$ cat src/rtl/ibex_ipm_issue.sv
// Issue stage in front of the IPM multiplier: latches one request, pulses the start,
// watches for completion with a watchdog and holds the result until ID retires it.
//
// state  | meaning
// IDLE   | ready for a new request from ID
// ISSUE  | start pulse to the multiplier, watchdog cleared
// WAIT   | waiting for ipm_valid_i, watchdog running
// DONE   | result held on result_o until consumed or flushed
module ibex_ipm_issue #(
  parameter int unsigned OpW           = 2,
  parameter int unsigned TimeoutCycles = 64,
  parameter int unsigned CntW          = 7
) (
  input  logic            clk_i,
  input  logic            rst_i,
  input  logic            req_valid_i,
  output logic            req_ready_o,
  input  logic [OpW-1:0]  req_op_i,
  input  logic [31:0]     req_a_i,
  input  logic [31:0]     req_b_i,
  input  logic            flush_i,
  output logic [OpW-1:0]  ipm_operator_o,
  output logic [31:0]     ipm_operand_a_o,
  output logic [31:0]     ipm_operand_b_o,
  output logic            ipm_en_o,
  output logic            ipm_sel_o,
  input  logic [31:0]     ipm_result_i,
  input  logic            ipm_valid_i,
  input  logic            ipm_ready_id_i,
  output logic [31:0]     result_o,
  output logic            result_valid_o,
  output logic            timeout_o
);

  typedef enum logic [1:0] {
    S_IDLE  = 2'd0,
    S_ISSUE = 2'd1,
    S_WAIT  = 2'd2,
    S_DONE  = 2'd3
  } state_e;

  localparam logic [CntW-1:0] CntLast = CntW'(TimeoutCycles - 1);
  localparam logic [CntW-1:0] CntMax  = '1;

  state_e          r_state;
  state_e          w_state_nxt;
  logic [CntW-1:0] r_cnt;
  logic [OpW-1:0]  r_op;
  logic [31:0]     r_a;
  logic [31:0]     r_b;
  logic [31:0]     r_result;
  logic            r_timeout;
  logic            w_capture;
  logic            w_res_load;
  logic            w_timeout_hit;

  always_comb begin
    w_state_nxt   = r_state;
    w_capture     = 1'b0;
    w_res_load    = 1'b0;
    w_timeout_hit = 1'b0;
    case (r_state)
      S_IDLE: begin
        if (req_valid_i && !flush_i) begin
          w_capture   = 1'b1;
          w_state_nxt = S_ISSUE;
        end
      end
      S_ISSUE: begin
        if (flush_i) begin
          w_state_nxt = S_IDLE;
        end else if (ipm_valid_i) begin
          w_res_load  = 1'b1;
          w_state_nxt = S_DONE;
        end else begin
          w_state_nxt = S_WAIT;
        end
      end
      S_WAIT: begin
        if (flush_i) begin
          w_state_nxt = S_IDLE;
        end else if (ipm_valid_i) begin
          w_res_load  = 1'b1;
          w_state_nxt = S_DONE;
        end else if (r_cnt == CntLast) begin
          w_timeout_hit = 1'b1;
          w_state_nxt   = S_DONE;
        end
      end
      S_DONE: begin
        if (flush_i || ipm_ready_id_i) begin
          w_state_nxt = S_IDLE;
        end
      end
      default: w_state_nxt = S_IDLE;
    endcase
  end

  always_ff @(posedge clk_i) begin
    if (rst_i) begin
      r_state   <= S_IDLE;
      r_cnt     <= '0;
      r_op      <= '0;
      r_a       <= '0;
      r_b       <= '0;
      r_result  <= '0;
      r_timeout <= 1'b0;
    end else begin
      r_state <= w_state_nxt;
      if (w_capture) begin
        r_op <= req_op_i;
        r_a  <= req_a_i;
        r_b  <= req_b_i;
      end
      // Saturating watchdog so a stuck multiplier can never wrap it back to zero.
      if (r_state == S_ISSUE) begin
        r_cnt <= '0;
      end else if (r_state == S_WAIT && r_cnt != CntMax) begin
        r_cnt <= r_cnt + 1'b1;
      end
      if (w_res_load) begin
        r_result <= ipm_result_i;
      end else if (w_timeout_hit) begin
        r_result  <= '0;
        r_timeout <= 1'b1;
      end
    end
  end

  // A flush in ISSUE suppresses the start pulse so the multiplier never begins.
  assign ipm_en_o        = (r_state == S_ISSUE) && !flush_i;
  assign ipm_sel_o       = (r_state != S_IDLE);
  assign req_ready_o     = (r_state == S_IDLE);
  assign result_valid_o  = (r_state == S_DONE);
  assign result_o        = r_result;
  assign timeout_o       = r_timeout;
  assign ipm_operator_o  = r_op;
  assign ipm_operand_a_o = r_a;
  assign ipm_operand_b_o = r_b;

endmodule

$ cat config.mk
export PLATFORM = sky130hd
export DESIGN_NAME = ibex_ipm_issue
export DESIGN_NICKNAME = d
export VERILOG_FILES = /design/src/rtl/ibex_ipm_issue.sv
export SDC_FILE = /design/constraint.sdc
export NUM_CORES = 1
export LEC_CHECK = 0
export BUFFER_PORTS_ARGS = -buffer_cell sky130_fd_sc_hd__buf_2
export CAP_MARGIN = 20
export CORE_MARGIN = 4
export CORE_UTILIZATION = 46
export CTS_BUF_LIST = sky130_fd_sc_hd__clkbuf_8
export DETAILED_ROUTE_END_ITERATION = 8
export PLACE_DENSITY = 0.78
export SLEW_MARGIN = 5
export SYNTH_ARGS = -nofsm -noshare
export SYNTH_HDL_FRONTEND = slang
export SYNTH_SLANG_ARGS = --single-unit
$ cat constraint.sdc
create_clock -name clk_i -period 2.1 [get_ports clk_i]
set_input_delay 0.42 -clock clk_i [delete_from_list [all_inputs] [get_ports clk_i]]
set_output_delay 0.42 -clock clk_i [all_outputs]
set_load 0.005 [all_outputs]
==> metrics.md, run 1 <==
| Metric | Value |
|---|---|
| DR vias | approximately 3,800 |
| Die height | around 100 um |
| Layout cells sized above 1 | 36.17% |
| Ys async rst share | 0% |
| Cts bufs inserted | 9 |
| Slew @ Worst Pin | 0.5480 ns |
| DRT antenna net count | 0 |
| Max clock buf depth | 2 |
| CP required | 2.38 ns |
| Total core area | between 0.008 and 0.009 mm2 |
| CP arrival | roughly 2.1 ns |
| Post-CTS Setup Inserts | 0 |
| GR Overflow Total | 0 |
| Post-synth EDFFs | 0 |
| ANT cells | 0 |
| Synth Instances | approximately 460 |
| Cell area after synthesis | between 0.003 and 0.004 mm2 |
| Max-Cap Viols | 0 |
| Unrepaired setup endpoints after global routing | false |
| Leak | ~2.4 nW |
| Cell Pwr Density | 742.9 mW/mm2 |
| Final #Nets | 762 |
| DRC | 0 |
| Flops & latches, synth | between 100 and 150 |
| Row count | 33 |
| Status | finished clean |
| Hold buffers post-CTS | 0 |
| Clock transition at path regs | between 0.1 and 0.15 ns |
| Cell taking the most area after synthesis | dfxtp_1 |
| Clk root buf | clkbuf_8 |
| Top cells by area, synth | dfxtp_1, nand2_1, a21oi_1, a22oi_1, nor2_1 |
| Crit Path Category | reg -> reg |
| GPL Wtd Cong | 0.8035 |
| Setup slack, reg-to-reg | 0.30 ns |
| Post_cts resized | 0 |
| Max-slew headroom | between 60% and 70% |
| Sequential fraction of the synthesis area | a little over half |
| Fin. max-slew vios | 0 |
| Post-synth cell types | 35 |
| Die Width | roughly 100 um |
| Setup-failing EPs final | 0 |
| Number of global-route vias before repair | 3,672 |
| FF-to-FF path depth | 7 |
| Setup TNS | 0 ns |
| I/O Pins | roughly 210 |
| Largest net degree at the start of global routing | 56 |
| Avg WL per Cell | about 14 um |
| Layout area overhead | 32.16% |
| Final Cycle Share | 85.83% |
| Critical path peak fanout | 32 |
| Worst-Skew Late Latency | around 0.35 ns |
| # H-tree levels | 3 |
| Hold Path Stages | 3 |
| Hold crit path type | in -> reg |
| Setup Skew | between 0.015 and 0.02 ns |
| Final WL | 10.57 mm |
| DR iter-0 viols | between 100 and 150 |
| Crit path time final | ~1.8 ns |
| CTS Sinks | 108 |
| First-pass GRT wire length | around 17 mm |
| Die area | between 0.01 and 0.015 mm2 |
| Synth top area share | between 50% and 60% |
| CTS tree | done |
| Initial antenna violation count | 0 |
| Warnings, synthesis | 0 |
| 1st-pass router iterations | 4 |
| Finished Core Util | about 63% |
| Mean post-synth cell area | about 8.5 um2 |
| Vias per cell | approximately 5 |
| CP Launch Type | flop |
| Total GRT Usage | 20.11% |
| Top_reg_cell synth | dfxtp_1 |
| Fin. Hold Viols | 0 |
| Buffers on Ports | 206 |
| Hpwl dp | just under 8 mm |
| Peak VDD IR | between 300 and 400 uV |
| Fmax achieved | between 0.5 and 0.6 GHz |
| CP Capture Type | flop |
| Synthesized Nets | 571 |
| Initial core utilization | 47.68% |
==> area by class of cell <==
class	count	area [um2]
flip-flops and latches	108	2162
multi-input cells	314	1583
well taps	105	131.4
fillers	705	3054
clock inverters	6	48.80
clock buffers	10	137.6
repair buffers	214	1119
inverters	6	22.52
==> synth_stat cells (2+ instances only) <==
library cell / instances
inv_1: 6
nand2_1: 135
dfxtp_1: 108
nor2_1: 38
buf_6: 4
and3b_1: 2
a211oi_1: 3
nor2b_1: 2
clkbuf_1: 19
buf_2: 10
a21oi_1: 72
ha_1: 5
nand3_1: 4
a22oi_1: 32
and2_1: 2
==> cell usage in the layout, fill, tap and decap left out, types with 2 or more instances in the layout <==
master,instances
and3b_1,2
a21oi_1,72
inv_1,7
nand2_1,134
ha_1,5
nor2_1,38
nand3_1,4
clkinv_4,3
buf_4,7
buf_2,205
buf_12,2
a211oi_1,3
a22oi_1,32
clkbuf_8,10
dfxtp_1,108
nor2b_1,2
==> final timing paths <==
check | to | from
worst max-delay path | result_o[23] | r_state[0]
worst min-delay path | ipm_operand_b_o[31] | req_b_i[31]
worst max register to register | result_o[23] | r_state[0]
worst min register to register | timeout_o | timeout_o
==> worst max-delay path: stages (launching register included) <==
cell	delay, ns
dfxtp_1	0.40
inv_1	0.10
ha_1	0.30
and3b_1	0.22
a31oi_4	0.13
buf_4	0.33
a22oi_1	0.12
nor2_1	0.12
==> per-stage QoR <==
stage	instance area [um2]	total power, mW	worst slack (ns)	hold WS, ns	std cells
finish	5204	3.866	0.2975	0.2863	763
global route	5204	4.075	0.1626	0.2778	763
CTS	5204	3.921	0.3072	0.2698	763
detailed placement	5017	2.751	0.3610	0.4430	747
global placement	5017	2.736	0.4606	0.4354	747
floorplan	3938	2.495	0.4581	0.4421	462
==> kinds of logic (layout without fill, tap and decap cells) <==
group | count (synthesis) | count (layout) | synth area share, %
mux | 2 | 2 | 0.5402
xor+xnor | 2 | 2 | 0.4449
buf+inv | 40 | 236 | 4.989
simple gates | 191 | 191 | 19.64
flops | 108 | 108 | 54.91
compound gates | 114 | 114 | 17.89
fa+ha+maj | 5 | 5 | 1.589
==> state kept, by name, indices dropped and copies added, names as in the netlist <==
| name | count |
|---|---|
| ipm_operand_b_o | 32 |
| ipm_operand_a_o | 32 |
| result_o | 32 |
| r_cnt | 7 |
| r_state | 2 |
| timeout_o | 1 |
| ipm_operator_o | 2 |
==> routing by layer <==
metal | part of all wire, % | GRT usage, % | vias to the layer above
met2 | 48 | 33.94 | 172
met4 | 1.6 | 7.668 | 0
met1 | 39 | 23.61 | 1734
li1 | - | - | 1914
met5 | 0 | 0 | -
met3 | 11 | 6.782 | 15
==> power breakdown <==
part	switching [mW]	internal (mW)	total (mW)
Sequential	0.0456	2.14	2.19
Combinational	0.280	0.235	0.515
Clock	0.689	0.475	1.16
Total	1.02	2.85	3.87
(Power assumes the default switching activity.)
==> run 2, diff against run 1 <==
--- a/config.mk
+++ b/config.mk
@@ -7,11 +7,14 @@
 export LEC_CHECK = 0
 export BUFFER_PORTS_ARGS = -buffer_cell sky130_fd_sc_hd__buf_2
 export CAP_MARGIN = 20
+export CELL_PAD_IN_SITES_DETAIL_PLACEMENT = 1
+export CELL_PAD_IN_SITES_GLOBAL_PLACEMENT = 2
 export CORE_MARGIN = 4
-export CORE_UTILIZATION = 46
+export CORE_UTILIZATION = 25
 export CTS_BUF_LIST = sky130_fd_sc_hd__clkbuf_8
 export DETAILED_ROUTE_END_ITERATION = 8
-export PLACE_DENSITY = 0.78
+export MAX_ROUTING_LAYER = met4
+export PLACE_DENSITY = 0.79
 export SLEW_MARGIN = 5
 export SYNTH_ARGS = -nofsm -noshare
 export SYNTH_HDL_FRONTEND = slang
==> run 2 against run 1 <==
  * Wire length grew 22%
  * Final area grew 2.5%
  * Non-clock buffer count is the same
  * Clock power grew 3%
  * Core utilization shrank 28 points
  * Fmax shrank 0.56%
  * Die area grew 76%
  * Sequential power is essentially flat
  * Clock-buffer cell count shrank 1
  * First-iteration DRC count shrank 5.5%
  * Global-route usage shrank 5.9 points
==> metrics.md, run 2 (synthesis gave the netlist of run 1 again) <==
| Metric | Value |
|---|---|
| Max-slew headroom | 51.45% (-12 points) |
| Buffers on Ports | 206 (unchanged) |
| Placed cell areas | 0.005150 mm2 (+2.6%) |
| Hpwl dp | 9.516 mm (+21%) |
| Hold crit path type | in -> reg |
| Peak VDD IR | 415.4 uV (+8.8%) |
| CP arrival | 1.39 ns (-0.69 ns) |
| # H-tree levels | 3 (unchanged) |
| Hold Path Stages | 3 (unchanged) |
| Crit path time final | 1.813 ns (+0.01015 ns) |
| Status | finished clean |
| Slew @ Worst Pin | 0.7283 ns (+0.1803 ns) |
| Non-Filler Instances | 869 (+14%) |
| Dpl ws | 0.2844 ns (-0.07666 ns) |
| Setup TNS | 0 ns (unchanged) |
| Reg-to-Reg Start | r_state[0] |
| Cts bufs inserted | 9 (unchanged) |
| Clk root buf | clkbuf_8 |
| DR iter-0 viols | 138 (-5.5%) |
| CTS tree | done |
| Layout cells sized above 1 | 36.17% (unchanged) |
| Psw | 1.091 mW (+7.5%) |
| Post_cts resized | 0 (unchanged) |
| Critical path peak fanout | 4 (-88%) |
| Total core area | 0.01531 mm2 (+85%) |
| Fin. max-slew vios | 0 (unchanged) |
| Fin. Hold Viols | 0 (unchanged) |
| First-pass GRT wire length | 19.94 mm (+20%) |
| Finished layout cell area | 0.005335 mm2 (+2.5%) |
| Setup Skew | 0.01570 ns (-0.001961 ns) |
| CP Capture Type | primary output |
| Sw Share | 27.85% (+1.6 points) |
| Comb power frac | 13.5% (+0.2 points) |
| Final Cycle Share | 86.32% (+0.48 points) |
| DRT antenna net count | 0 (unchanged) |
| Placed insts | 853 (+14%) |
| CTS Sinks | 108 (unchanged) |
| Crit-path max cell delay | 0.34 ns (-0.06 ns) |
| Max-Cap Viols | 0 (unchanged) |
| ANT cells | 0 (unchanged) |
| Sequential share of power | 55.9% (-0.7 points) |
| Multi-input gate area | 0.001583 mm2 (unchanged) |
| Number of global-route vias before repair | 3,917 (+6.7%) |
| Crit path buf inv count | 2 (unchanged) |
| Die area | 0.01782 mm2 (+76%) |
| Final #Nets | 762 (unchanged) |
| Fmax achieved | 0.5517 GHz (-0.56%) |
| Tot Pwr | 3.916 mW (+1.3%) |
| Layout area overhead | 35.49% |
| Setup-failing EPs final | 0 (unchanged) |
| Avg WL per Cell | 14.84 um (+7.1%) |
| Largest net degree at the start of global routing | 67 (+20%) |
| FF-to-FF path depth | 6 (-1) |
| Max clock buf depth | 2 (unchanged) |
| Total GRT Usage | 14.24% (-5.9 points) |
| Cell family contributing the most delay on the critical path | flip-flops |
| HP Start | req_b_i[28] |
| GR Overflow Total | 0 (unchanged) |
| Power share of the clock group | 30.7% (+0.6 points) |
| CP required | 1.68 ns (-0.70 ns) |
| Clock transition at path regs | 0.11 ns (about the same) |
| DRC | 0 (unchanged) |
| 1st-pass router iterations | 4 (unchanged) |
| Fin worst setup slack | 0.2874 ns (-0.01015 ns) |
| CP Launch Type | flop |
| Commonest non-fill, non-tap cells in the layout | buf_2, nand2_1, dfxtp_1 |
| Unrepaired setup endpoints after global routing | false |
| Post-CTS Setup Inserts | 0 (unchanged) |
| DR vias | 3,890 (+1.4%) |
| Setup slack, reg-to-reg | 0.30 ns (about the same) |
| R2r endpoint | ipm_operand_b_o[4] |
| Initial core utilization | 25.71% (-22 points) |
| Die height | 133.5 um (+33%) |
| Die Width | 133.5 um (+33%) |
| I/O Pins | 207 (unchanged) |
| Cell Pwr Density | 734.0 mW/mm2 (-1.2%) |
| Worst-Skew Late Latency | 0.38 ns (+0.03 ns) |
| Final WL | 12.90 mm (+22%) |
| Cell Int Power | 2.825 mW (-0.89%) |
| Worst Hold End | ipm_operand_b_o[28] |
| Vias per cell | 4.476 (-11%) |
| Hold buffers post-CTS | 0 (unchanged) |
| Most common cell after layout, fill and taps aside | buf_2 |
| Leak | 2.426 nW (-0.19%) |
| Crit Path Category | reg -> out |
| Reg area | 0.002162 mm2 (unchanged) |
| Crit path cell chain | inv_1, ha_1, nor2b_1, buf_2 |
| GPL Wtd Cong | 0.7610 (-5.3%) |
| # fillers | 1,909 (+170%) |
| Initial antenna violation count | 0 (unchanged) |
| Row count | 45 (+36%) |
| Slowest-stage cell, CP | dfxtp_1 |
[run 2: power groups by stage]
| stage | registers [mW] | logic [mW] | clock network, mW |
|---|---|---|---|
| after global placement | 2.23 | 0.525 | 0 |
| after CTS | 2.19 | 0.542 | 1.28 |
| final | 2.19 | 0.527 | 1.20 |
| after detailed placement | 2.24 | 0.541 | 0 |
| after global routing | 2.20 | 0.592 | 1.36 |
| after floorplan | 2.24 | 0.253 | 0 |
[run 2: worst max-delay path by stage]
stage	slack, ns	start	depth (start not counted)	end
2_1_floorplan	0.46	r_state[0]	7	r_state[1]
4_1_cts	0.22	r_state[1]	4	ipm_en_o
6_report	0.29	r_state[1]	4	ipm_en_o
5_1_grt	0.14	r_state[0]	6	ipm_operand_b_o[30]
3_3_place_gp	0.40	r_state[0]	6	ipm_operand_b_o[30]
3_5_place_dp	0.28	r_state[0]	6	ipm_operand_a_o[3]
[run 2: final cells by class]
class	instances	share of cell area (%)
tap	211	4.948
multi-input combinational	314	29.67
timing repair buffer	214	20.97
sequential	108	40.53
clock inverter	7	1.149
inverter	6	0.4221
clock buffer	9	2.322
[run 2: worst min-delay path, cell delays in order]
cell and delay [ns]:
buf_2 0.09, nand2_1 0.05, a21oi_1 0.05
[run 2: metrics by stage]
step                      hold slack [ns]  utilization, %
after floorplan                    0.4421               -
after global placement             0.4391           33.63
after detailed placement           0.4379           33.63
after CTS                          0.2212           34.84
after global routing               0.2245           34.84
final                              0.2626           34.84
[run 2: routing by layer]
layer  vias to the layer above  routed length (um)  GRT usage (%)
li1                       1913                   -              -
met1                      1835                5600          16.47
met2                       130                6239          23.73
met3                        12                 864          4.192
met4                         0                 194          4.743
met5                         -                   0              -
==> run 3, diff against run 2 <==
--- a/config.mk
+++ b/config.mk
@@ -14,7 +14,8 @@
 export CTS_BUF_LIST = sky130_fd_sc_hd__clkbuf_8
 export DETAILED_ROUTE_END_ITERATION = 8
 export MAX_ROUTING_LAYER = met4
-export PLACE_DENSITY = 0.79
+export PLACE_DENSITY_LB_ADDON = 0.2
+export RECOVER_POWER = 25
 export SLEW_MARGIN = 5
 export SYNTH_ARGS = -nofsm -noshare
 export SYNTH_HDL_FRONTEND = slang
==> run 3 against run 2 <==
  * Total power increased by 0.50%
  * Critical path depth increased by 2
  * Via count increased by 0.75%
  * Clock skew decreased by 0.00054 ns
  * Sequential power about the same
  * Clock power about the same
  * Sequential share of layout area increased by 0.33 points
  * Global-route usage increased by 0.67 points
  * Flip-flop and latch count unchanged
  * Fmax decreased by 6.5%
  * Final area decreased by 0.75%
  * Critical path type is now reg -> reg
==> metrics.md, run 3 (synthesis gave the netlist of run 1 again) <==
| Metric | Value |
|---|---|
| Setup-failing EPs final | 0 (unchanged) |
| Power share of the clock group | 31.1% (+0.4 points) |
| Critical path peak fanout | 4 (unchanged) |
| Setup TNS | 0 ns (unchanged) |
| Sequential share of power | 55.6% (-0.3 points) |
| Fin. Hold Viols | 0 (unchanged) |
| GR Overflow Total | 0 (unchanged) |
| GPL Wtd Cong | 0.7635 (+0.33%) |
| Number of global-route vias before repair | 4,013 (+2.5%) |
| Status | finished clean |
| Sw Share | 27.88% (about the same) |
| Max-Cap Viols | 0 (unchanged) |
| Vias per cell | 4.499 (+0.51%) |
| DRC | 0 (unchanged) |
| Clock transition at path regs | 0.11 ns (about the same) |
| Unrepaired setup endpoints after global routing | false |
| Layout cells sized above 1 | 30.35% (-5.8 points) |
| CTS Sinks | 108 (unchanged) |
| Buffers on Ports | 206 (unchanged) |
| Hold buffers post-CTS | 0 (unchanged) |
| Placed insts | 853 (unchanged) |
| Total GRT Usage | 14.91% (+0.67 points) |
| Cell Pwr Density | 743.3 mW/mm2 (+1.3%) |
| Die area | 0.01782 mm2 (unchanged) |
| Leak | 2.250 nW (-7.3%) |
| Peak VDD IR | 242.1 uV (-42%) |
| Largest net degree at the start of global routing | 53 (-21%) |
| Slowest-stage cell, CP | nor3b_2 |
| Hold crit path type | in -> reg |
| Max clock buf depth | 2 (unchanged) |
| Layout area overhead | 34.48% |
| Crit path cell chain | inv_1, ha_1, nor3b_2, o31ai_1, o221ai_1, mux2_2 |
| Fmax achieved | 0.5157 GHz (-6.5%) |
| Cts bufs inserted | 9 (unchanged) |
| Comb power frac | 13.3% (-0.2 points) |
| DR vias | 3,919 (+0.75%) |
| CP arrival | 2.22 ns (+0.83 ns) |
| CTS tree | done |
| I/O Pins | 207 (unchanged) |
| Hpwl dp | 9.784 mm (+2.8%) |
| Final #Nets | 763 (+0.13%) |
| Placed cell areas | 0.005137 mm2 (-0.24%) |
| DR iter-0 viols | 172 (+25%) |
| Worst-Skew Late Latency | 0.38 ns (about the same) |
| Setup Skew | 0.01515 ns (-0.0005444 ns) |
| Die Width | 133.5 um (unchanged) |
| Non-Filler Instances | 871 (+0.23%) |
| Slew @ Worst Pin | 0.5960 ns (-0.1323 ns) |
| Initial antenna violation count | 1 (+1) |
| Max-slew headroom | 60.27% (+8.8 points) |
| CP Launch Type | flop |
| Crit Path Category | reg -> reg |
| Die height | 133.5 um (unchanged) |
| Final Cycle Share | 92.33% (+6.0 points) |
| Cell Int Power | 2.839 mW (+0.48%) |
| 1st-pass router iterations | 4 (unchanged) |
| Cell family contributing the most delay on the critical path | simple AND/OR/NAND/NOR gates |
| CP Capture Type | flop |
| Psw | 1.097 mW (+0.58%) |
| Avg WL per Cell | 15.52 um (+4.6%) |
| Crit-path max cell delay | 0.51 ns (+0.17 ns) |
| Crit path buf inv count | 1 (-1) |
| Initial core utilization | 25.71% (unchanged) |
| Row count | 45 (unchanged) |
| DRT antenna net count | 0 (unchanged) |
| Final WL | 13.52 mm (+4.8%) |
| Most common cell after layout, fill and taps aside | buf_2 |
| Crit path time final | 1.939 ns (+0.1263 ns) |
| Finished layout cell area | 0.005295 mm2 (-0.75%) |
| Total core area | 0.01531 mm2 (unchanged) |
| First-pass GRT wire length | 20.64 mm (+3.5%) |
| CP required | 2.38 ns (+0.70 ns) |
| Fin. max-slew vios | 0 (unchanged) |
| Commonest non-fill, non-tap cells in the layout | buf_2, nand2_1, dfxtp_1 |
| Clk root buf | clkbuf_8 |
| Finished Core Util | 34.58% (-0.26 points) |
| # H-tree levels | 3 (unchanged) |
[run 3: worst paths after layout]
kind	start	end	slack, ns	depth (start not counted)
worst min-delay path	req_b_i[27]	ipm_operand_b_o[27]	0.26	3
worst min register to register	timeout_o	timeout_o	0.45	2
worst max-delay path	r_state[0]	r_state[1]	0.16	6
worst max register to register	r_state[0]	r_state[1]	0.16	6
[run 3: per-layer routing]
layer,track usage [%],vias up,share of wire (%)
li1,-,1923,-
met1,17.18,1846,44
met2,24.41,136,46
met3,4.872,14,7.7
met4,5.314,0,1.5
met5,-,-,0
[run 3: cell type report]
type	count	area (um2)
clock buffer	10	137.6
timing repair buffer	214	1055
inverter	6	22.52
antenna	1	2.502
multi-input combinational	315	1604
fill	1918	10020
clock inverter	6	46.29
tap	211	264.0
sequential	108	2163
[run 3: what timing repair did]
| action | 4_1_cts | 5_1_grt |
|---|---|---|
| resized for setup | 1 | 1 |
| cloned | 0 | 1 |
| endpoints found under the setup margin | 13 | 32 |
| pin swaps | 0 | 1 |
| buffers inserted | 0 | 0 |
[run 3: metrics by stage]
step                total power [mW]  worst slack [ns]  hold slack (ns)
floorplan                      2.495            0.4581           0.4421
finish                         3.936            0.1610           0.2619
global placement               2.759            0.1348           0.4397
CTS                            4.041           0.02131           0.2276
detailed placement             2.776           0.03076           0.4446
global route                   4.167           0.07770           0.2363
[run 3: tightest hold or removal path: stages]
cell and delay (ns):
buf_2 0.09, nand2_1 0.04, a21oi_1 0.05
[run 3: power groups by stage]
stage | clock [mW] | sequential [mW] | combinational, mW
after floorplan | 0 | 2.24 | 0.253
after CTS | 1.31 | 2.19 | 0.544
after detailed placement | 0 | 2.23 | 0.541
after global placement | 0 | 2.23 | 0.528
after global routing | 1.37 | 2.20 | 0.592
final | 1.22 | 2.19 | 0.523
